==> config.mk <==
export PLATFORM = sky130hd
export DESIGN_NAME = fxp_dot_accumulator
export DESIGN_NICKNAME = d
export VERILOG_FILES = /design/src/rtl/fxp_dot_accumulator_pkg.sv /design/src/rtl/fxp_dot_accumulator_mul.sv /design/src/rtl/fxp_dot_accumulator.sv
export SDC_FILE = /design/constraint.sdc
export NUM_CORES = 1
export LEC_CHECK = 0
export CORE_UTILIZATION = 34
export DETAILED_ROUTE_END_ITERATION = 12
export GPL_TIMING_DRIVEN = 0
export PLACE_DENSITY = 0.51
export REMOVE_ABC_BUFFERS = 1
export SLEW_MARGIN = 0
export SYNTH_ARGS = -nofsm -noshare
export SYNTH_HDL_FRONTEND = slang
export SYNTH_SLANG_ARGS = --single-unit
==> constraint.sdc <==
create_clock -name clk -period 3.1 [get_ports clk]
set_clock_uncertainty 0.15 [all_clocks]
set_input_delay 0.62 -clock clk [delete_from_list [all_inputs] [get_ports clk]]
set_output_delay 0.62 -clock clk [all_outputs]
set_load 0.05 [all_outputs]
==> src/rtl/fxp_dot_accumulator_pkg.sv <==
// fxp_dot_accumulator_pkg
//   Shared types and constant helpers for the fixed-point dot-product
//   accumulator: FSM state encoding, accumulator width, and the
//   max/min representable values of a signed Q(wi).(wf) format.
package fxp_dot_accumulator_pkg;

  typedef enum logic [1:0] {
    ST_ACC   = 2'd0,
    ST_FLUSH = 2'd1,
    ST_OUT   = 2'd2
  } state_e;

  // Accumulator is Q(WOI+WG).(WOF)
  function automatic int acc_width(input int woi, input int wg, input int wof);
    return woi + wg + wof;
  endfunction

  // Limits are returned as 64-bit signed integers in LSB units of the format
  function automatic logic signed [63:0] sat_max(input int wi, input int wf);
    return (64'sd1 <<< (wi + wf - 1)) - 64'sd1;
  endfunction

  function automatic logic signed [63:0] sat_min(input int wi, input int wf);
    return -(64'sd1 <<< (wi + wf - 1));
  endfunction

endpackage

==> src/rtl/fxp_dot_accumulator_mul.sv <==
// fxp_dot_accumulator_mul
//   Combinational signed fixed-point multiplier. Produces A*B in
//   Q(WI).(WOF), rounding (ROUND=1) or truncating the dropped fraction,
//   and saturating with o_ovf when the product does not fit.
//   Ports:
//     i_a   [WIIA+WIFA-1:0]  operand A, two's complement Q(WIIA).(WIFA)
//     i_b   [WIIB+WIFB-1:0]  operand B, two's complement Q(WIIB).(WIFB)
//     o_p   [WI+WOF-1:0]     product, Q(WI).(WOF)
//     o_ovf                  product saturated
module fxp_dot_accumulator_mul
  import fxp_dot_accumulator_pkg::*;
#(
  parameter int WIIA  = 8,
  parameter int WIFA  = 8,
  parameter int WIIB  = 8,
  parameter int WIFB  = 8,
  parameter int WI    = 16,
  parameter int WOF   = 8,
  parameter int ROUND = 1
) (
  input  logic [WIIA+WIFA-1:0] i_a,
  input  logic [WIIB+WIFB-1:0] i_b,
  output logic [WI+WOF-1:0]    o_p,
  output logic                 o_ovf
);

  localparam int WP   = WIIA + WIFA + WIIB + WIFB;
  localparam int FP   = WIFA + WIFB;
  localparam int SH   = (FP > WOF) ? FP - WOF : 0;
  localparam int LSH  = (WOF > FP) ? WOF - FP : 0;
  localparam int RSH  = (SH > 0) ? SH - 1 : 0;
  localparam int WX   = WP + LSH + 2;  // headroom for the rounding add
  localparam int WR   = WI + WOF;
  localparam logic [WX-1:0] RND = (ROUND != 0 && SH > 0) ?
                                  ({{(WX-1){1'b0}}, 1'b1} << RSH) : {WX{1'b0}};
  localparam logic signed [63:0] PMAX = sat_max(WI, WOF);
  localparam logic signed [63:0] PMIN = sat_min(WI, WOF);

  logic signed [WP-1:0] prod;
  logic signed [WX-1:0] ext;
  logic signed [WX-1:0] scaled;
  logic signed [63:0]   s64;

  always_comb begin
    prod   = $signed(i_a) * $signed(i_b);
    ext    = WX'(prod) <<< LSH;
    // Add half an output LSB before the arithmetic shift: round half up
    scaled = (ext + $signed(RND)) >>> SH;
    s64    = 64'(scaled);
    o_ovf  = 1'b0;
    if (s64 > PMAX) begin
      o_p   = PMAX[WR-1:0];
      o_ovf = 1'b1;
    end else if (s64 < PMIN) begin
      o_p   = PMIN[WR-1:0];
      o_ovf = 1'b1;
    end else begin
      o_p   = s64[WR-1:0];
    end
  end

endmodule

==> src/rtl/fxp_dot_accumulator.sv <==
// fxp_dot_accumulator
//   Streaming multiply-accumulate: sums A*B over a packet (delimited by
//   i_last) in a guarded Q(WOI+WG).(WOF) accumulator and emits one
//   saturated Q(WOI).(WOF) result per packet with a sticky overflow flag
//   and a saturating beat count.
//   Optional macro FXP_ACC_SATURATE_EN: accumulator clamps on overflow
//   instead of wrapping.
//   Ports:
//     clk, rstn           clock, async active-low reset
//     i_valid/i_ready     input pair handshake; i_a, i_b operands, i_last
//     o_valid/o_ready     result handshake
//     o_data              saturated dot product
//     o_overflow          any product/accumulate/final saturation overflow
//     o_count             beats in packet (saturating)
module fxp_dot_accumulator
  import fxp_dot_accumulator_pkg::*;
#(
  parameter int WIIA  = 8,
  parameter int WIFA  = 8,
  parameter int WIIB  = 8,
  parameter int WIFB  = 8,
  parameter int WOI   = 12,
  parameter int WOF   = 8,
  parameter int WG    = 4,
  parameter int ROUND = 1,
  parameter int WCNT  = 16
) (
  input  logic                 rstn,
  input  logic                 clk,
  input  logic                 i_valid,
  output logic                 i_ready,
  input  logic [WIIA+WIFA-1:0] i_a,
  input  logic [WIIB+WIFB-1:0] i_b,
  input  logic                 i_last,
  output logic                 o_valid,
  input  logic                 o_ready,
  output logic [WOI+WOF-1:0]   o_data,
  output logic                 o_overflow,
  output logic [WCNT-1:0]      o_count
);

  localparam int WACC = acc_width(WOI, WG, WOF);
  localparam int WO   = WOI + WOF;
  localparam logic signed [63:0] OMAX = sat_max(WOI, WOF);
  localparam logic signed [63:0] OMIN = sat_min(WOI, WOF);
`ifdef FXP_ACC_SATURATE_EN
  localparam logic signed [63:0] AMAX = sat_max(WOI + WG, WOF);
  localparam logic signed [63:0] AMIN = sat_min(WOI + WG, WOF);
`endif

  state_e state_q, state_d;

  logic                   s1_vld_q,  s1_vld_d;
  logic signed [WACC-1:0] s1_prod_q, s1_prod_d;
  logic                   s1_last_q, s1_last_d;
  logic                   s1_ovf_q,  s1_ovf_d;
  logic signed [WACC-1:0] acc_q,     acc_d;
  logic                   ovf_q,     ovf_d;
  logic [WCNT-1:0]        cnt_q,     cnt_d;
  logic [WO-1:0]          od_q,      od_d;
  logic                   oovf_q,    oovf_d;
  logic [WCNT-1:0]        ocnt_q,    ocnt_d;

  logic [WACC-1:0]        mul_p;
  logic                   mul_ovf;
  logic                   hs;
  logic                   last_pending;
  logic signed [WACC-1:0] sum;
  logic signed [WACC-1:0] acc_next;
  logic                   add_ovf;
  logic signed [63:0]     a64;
  logic                   fin_hi, fin_lo;

  fxp_dot_accumulator_mul #(
    .WIIA(WIIA), .WIFA(WIFA), .WIIB(WIIB), .WIFB(WIFB),
    .WI(WOI + WG), .WOF(WOF), .ROUND(ROUND)
  ) u_mul (
    .i_a  (i_a),
    .i_b  (i_b),
    .o_p  (mul_p),
    .o_ovf(mul_ovf)
  );

  assign hs = i_valid & i_ready;
  // The last product is still in stage 1 and has not reached the accumulator
  assign last_pending = s1_vld_q & s1_last_q;

  // ---------------- FSM: state register ----------------
  always_ff @(posedge clk or negedge rstn) begin
    if (!rstn) state_q <= ST_ACC;
    else       state_q <= state_d;
  end

  // ---------------- FSM: next state ----------------
  always_comb begin
    state_d = state_q;
    case (state_q)
      ST_ACC:   if (hs && i_last)  state_d = ST_FLUSH;
      // Wait one cycle for the final product to land in the accumulator,
      // then capture the saturated result.
      ST_FLUSH: if (!last_pending) state_d = ST_OUT;
      ST_OUT:   if (o_ready)       state_d = ST_ACC;
      default:                     state_d = ST_ACC;
    endcase
  end

  // ---------------- FSM: outputs ----------------
  always_comb begin
    // rstn gating keeps i_ready low throughout reset
    i_ready = rstn && (state_q == ST_ACC);
    o_valid = (state_q == ST_OUT);
  end

  // ---------------- Datapath ----------------
  always_comb begin
    sum     = acc_q + s1_prod_q;
    // Same-sign operands producing a different-sign result
    add_ovf = (acc_q[WACC-1] == s1_prod_q[WACC-1]) && (sum[WACC-1] != acc_q[WACC-1]);
`ifdef FXP_ACC_SATURATE_EN
    if (add_ovf) acc_next = acc_q[WACC-1] ? AMIN[WACC-1:0] : AMAX[WACC-1:0];
    else         acc_next = sum;
`else
    acc_next = sum;
`endif
    a64    = 64'(acc_q);
    fin_hi = a64 > OMAX;
    fin_lo = a64 < OMIN;
  end

  always_comb begin
    s1_vld_d  = hs;
    s1_prod_d = s1_prod_q;
    s1_last_d = s1_last_q;
    s1_ovf_d  = s1_ovf_q;
    acc_d     = acc_q;
    ovf_d     = ovf_q;
    cnt_d     = cnt_q;
    od_d      = od_q;
    oovf_d    = oovf_q;
    ocnt_d    = ocnt_q;

    if (hs) begin
      s1_prod_d = mul_p;
      s1_last_d = i_last;
      s1_ovf_d  = mul_ovf;
    end

    if (s1_vld_q) begin
      acc_d = acc_next;
      ovf_d = ovf_q | s1_ovf_q | add_ovf;
      cnt_d = (&cnt_q) ? cnt_q : cnt_q + 1'b1;
    end

    if (state_q == ST_FLUSH && !last_pending) begin
      if (fin_hi)      od_d = OMAX[WO-1:0];
      else if (fin_lo) od_d = OMIN[WO-1:0];
      else             od_d = acc_q[WO-1:0];
      oovf_d = ovf_q | fin_hi | fin_lo;
      ocnt_d = cnt_q;
    end

    if (state_q == ST_OUT && o_ready) begin
      acc_d = '0;
      ovf_d = 1'b0;
      cnt_d = '0;
    end
  end

  always_ff @(posedge clk or negedge rstn) begin
    if (!rstn) begin
      s1_vld_q  <= 1'b0;
      s1_prod_q <= '0;
      s1_last_q <= 1'b0;
      s1_ovf_q  <= 1'b0;
      acc_q     <= '0;
      ovf_q     <= 1'b0;
      cnt_q     <= '0;
      od_q      <= '0;
      oovf_q    <= 1'b0;
      ocnt_q    <= '0;
    end else begin
      s1_vld_q  <= s1_vld_d;
      s1_prod_q <= s1_prod_d;
      s1_last_q <= s1_last_d;
      s1_ovf_q  <= s1_ovf_d;
      acc_q     <= acc_d;
      ovf_q     <= ovf_d;
      cnt_q     <= cnt_d;
      od_q      <= od_d;
      oovf_q    <= oovf_d;
      ocnt_q    <= ocnt_d;
    end
  end

  assign o_data     = od_q;
  assign o_overflow = oovf_q;
  assign o_count    = ocnt_q;

endmodule

==> results.toml, run 1 <==
[finish]
layout-drive-gt1-share = 0.147
multi_input_area_um2 = 12100
synthToLayoutAreaGrowth_pct = 19.5
fillers = 4526
seq_area_um2 = 2680
antenna_cells = 0
fin_nets = 2210
utilization = 0.413

[routing]
drc = 0
wl_mm = 37.9
detail_route.iter0.violations = 525
routed-via-count = 11500
drtPass1Iterations = 7
ant_nets = 0
wire_per_inst_um = 15.7
drt-vias-per-instance = 4.77

[grt]
grt-ovfl-total = 0
grt_pass1_wl_mm = 65.0
antenna_found_initial = 0
gr-usage-met2 = 0.300
grtUsageMet3 = 0.0205
busiest_layer = "met2"
grt_use_met1 = 0.226
grt_max_degree = 71
grt_pass1_vias = 12700
grt_usage = 0.171

[timing]
worst_slew_pin_slew_ps = 1070
fin_crit_sh = 2.08
hold_ws_ps = 79.1
finalHoldViolations = 0
fin_setup_tns_ps = -82730
slew_viol_final = 0
setup-violations-final = 25
fin_crit_ps = 6460
relSlewSlack = 0.285
rsz0062_at_grt = "true"
layout_setup_ws_ps = -3360
max_freq_mhz = 155

[logic_synthesis]
synthTopCellsByArea = "fa_1 34%, dfrtp_1 17%, inv_1 8.2%"
synth_warnings = 0
seq_area_frac_synth = 0.170
ys.flop_type = "dfrtp_1"
synth_edf_count = 0
synth.most_common_cell = "inv_1"
synth_seq_cells = 107
syn_area_per_cell_um2 = 9.20
netlist.area_leader.share = 0.341
yosys-top-cells-count = "344 x inv_1, 268 x fa_1, 224 x nand2_1"
syn-instance-count = 1709
synthArstFlopShare = 1.00
synth_cell_types = 63
syn-cell-area_um2 = 15700
synth_top_area_cell = "fa_1"

[clock_tree]
path_clk_slew_ps = 70
tritoncts.num_buffers = 9
cts_sinks = 107
cts_buffer_depth = 2
clkLatencyLatePin_ps = 350
htree_levels = 3
cts_tree = "built"
root_buffer = "clkbuf_16"

[outcome]
status = "finished with violations"
violations = "setup timing"

[setup_path]
start_kind = "primary input"
cp-end-kind = "flop"
arrival_ps = 6540
critPathKind = "primary input to flop"
worstPathMaxFanout = 11
cp.required_ps = 3180

[placement]
dp_worst_setup_slack_ps = -5790
portBuffers = 75
place_congestion = 0.838
hpwl_mm = 28.8

[die]
dieArea_um2 = 47100
start_util = 0.346
io_pins = 76
fp.dieW_um = 217
fp-row-count = 78
core-area_um2 = 45500
die_y_um = 217

[flow_run]
maxCapViolations = 0

[min_path]
hold_class = "primary input to async pin"
[per-stage QoR]
step	std cells	area, µm²
4_1_cts	2398	18600
2_1_floorplan	1644	15400
6_report	2408	18800
3_3_place_gp	2319	16900
3_5_place_dp	2322	17000
5_1_grt	2408	18800
[timing repair]
action / in CTS / in global routing
hold buffers: 0 / 0
endpoints found under the hold margin: 0 / 0
gates resized for setup: 334 / 52
pin swaps: 54 / 8
buffers inserted: 55 / 10
setup endpoints to repair: 48 / 29
gates cloned: 6 / 0
[kinds of logic (layout without fill, tap and decap cells)]
group,count (synthesis),count (layout),share of synthesized area
xor+xnor,68,70,0.0391
mux,37,37,0.0247
compound gates,225,226,0.0926
fa+ha+maj,370,370,0.422
flops,107,107,0.170
simple gates,493,493,0.151
buf+inv,409,505,0.100
[worst paths after layout]
kind | from | slack [ps] | endpoint | cells past startpoint
setup / recovery | i_a[15] | -3360 | s1_prod_q[15] | 27
min in group clk | state_q[1] | 310 | state_q[0] | 1
hold reg to reg | state_q[1] | 310 | state_q[0] | 1
setup reg to reg | acc_q[5] | 210 | acc_q[23] | 10
max in group asynchronous | rstn | 2130 | o_data[12] | 2
hold / removal | rstn | 80 | o_data[0] | 1
[layer usage]
layer | part of all wire | routed length, µm
met1 | 0.47 | 17700
met2 | 0.49 | 18500
met3 | 0.032 | 1230
met4 | 0.015 | 552
met5 | 0 | 0
[flip-flops by register name (all words and copies together), names as in the netlist]
register / flops
o_count: 16
s1_last_q: 1
acc_q: 24
s1_prod_q: 24
s1_ovf_q: 1
cnt_q: 16
o_overflow: 1
state_q: 2
ovf_q: 1
s1_vld_q: 1
o_data: 20
[area by class of cell]
cell class	instances	area share
timing repair buffer	145	0.0862
clock inverter	6	0.00386
tap	600	0.0400
multi-input combinational	1196	0.646
sequential	107	0.143
inverter	344	0.0694
clock buffer	10	0.0122
[critical path, stage by stage]
cell        delay [ps]
buf_12             130
nand2_4             70
inv_2               40
fa_2               610
inv_4               70
fa_1               520
clkinvlp_4         140
fa_2               560
inv_2               50
fa_1               510
inv_2               40
fa_1               480
inv_2               40
fa_1               530
inv_2               50
ha_4               210
a21o_1             150
a21o_1             160
a21oi_2            190
nand2_2            120
nor4_4             380
nor2_4              90
xnor2_4            160
buf_12             190
o21ai_4            190
buf_12             150
o21ai_1             70
[cell usage in the layout (no fill, tap or decap), types with 6 or more instances in the layout]
cell type        count
and2_1             118
xor2_1              23
o21ai_1             26
buf_8                6
buf_12              14
and3_1               7
ha_1                77
a21o_1              29
nor3_1               6
fa_1               261
clkdlybuf4s50_1     41
mux2_2              15
dfrtp_1            106
fa_2                 7
nor2_4               6
buf_6               20
clkinvlp_4           6
inv_2                9
inv_1              331
nand2_2              6
o21ai_0             40
nor2_2               8
clkbuf_16            9
nand2_1            215
a21oi_2             13
nand3_1             12
a21oi_1             55
mux2i_1             21
nand4_1             15
xnor2_1             41
buf_4               55
ha_4                17
nor2_1              60
ha_2                 8
nand2b_1             6
Power of run 1 is not shown: default switching activity piles up to over one toggle a cycle in this logic, so the estimate is an artifact.
==> run 2, diff against run 1 <==
--- a/config.mk
+++ b/config.mk
@@ -6,6 +6,7 @@
 export NUM_CORES = 1
 export LEC_CHECK = 0
 export CORE_UTILIZATION = 34
+export CTS_CLUSTER_SIZE = 25
 export DETAILED_ROUTE_END_ITERATION = 12
 export GPL_TIMING_DRIVEN = 0
 export PLACE_DENSITY = 0.51
==> results of run 2 <==
No change in the layout: final DEF, timing and power equal those of run 1.
Power of run 2 is left out for the same reason.
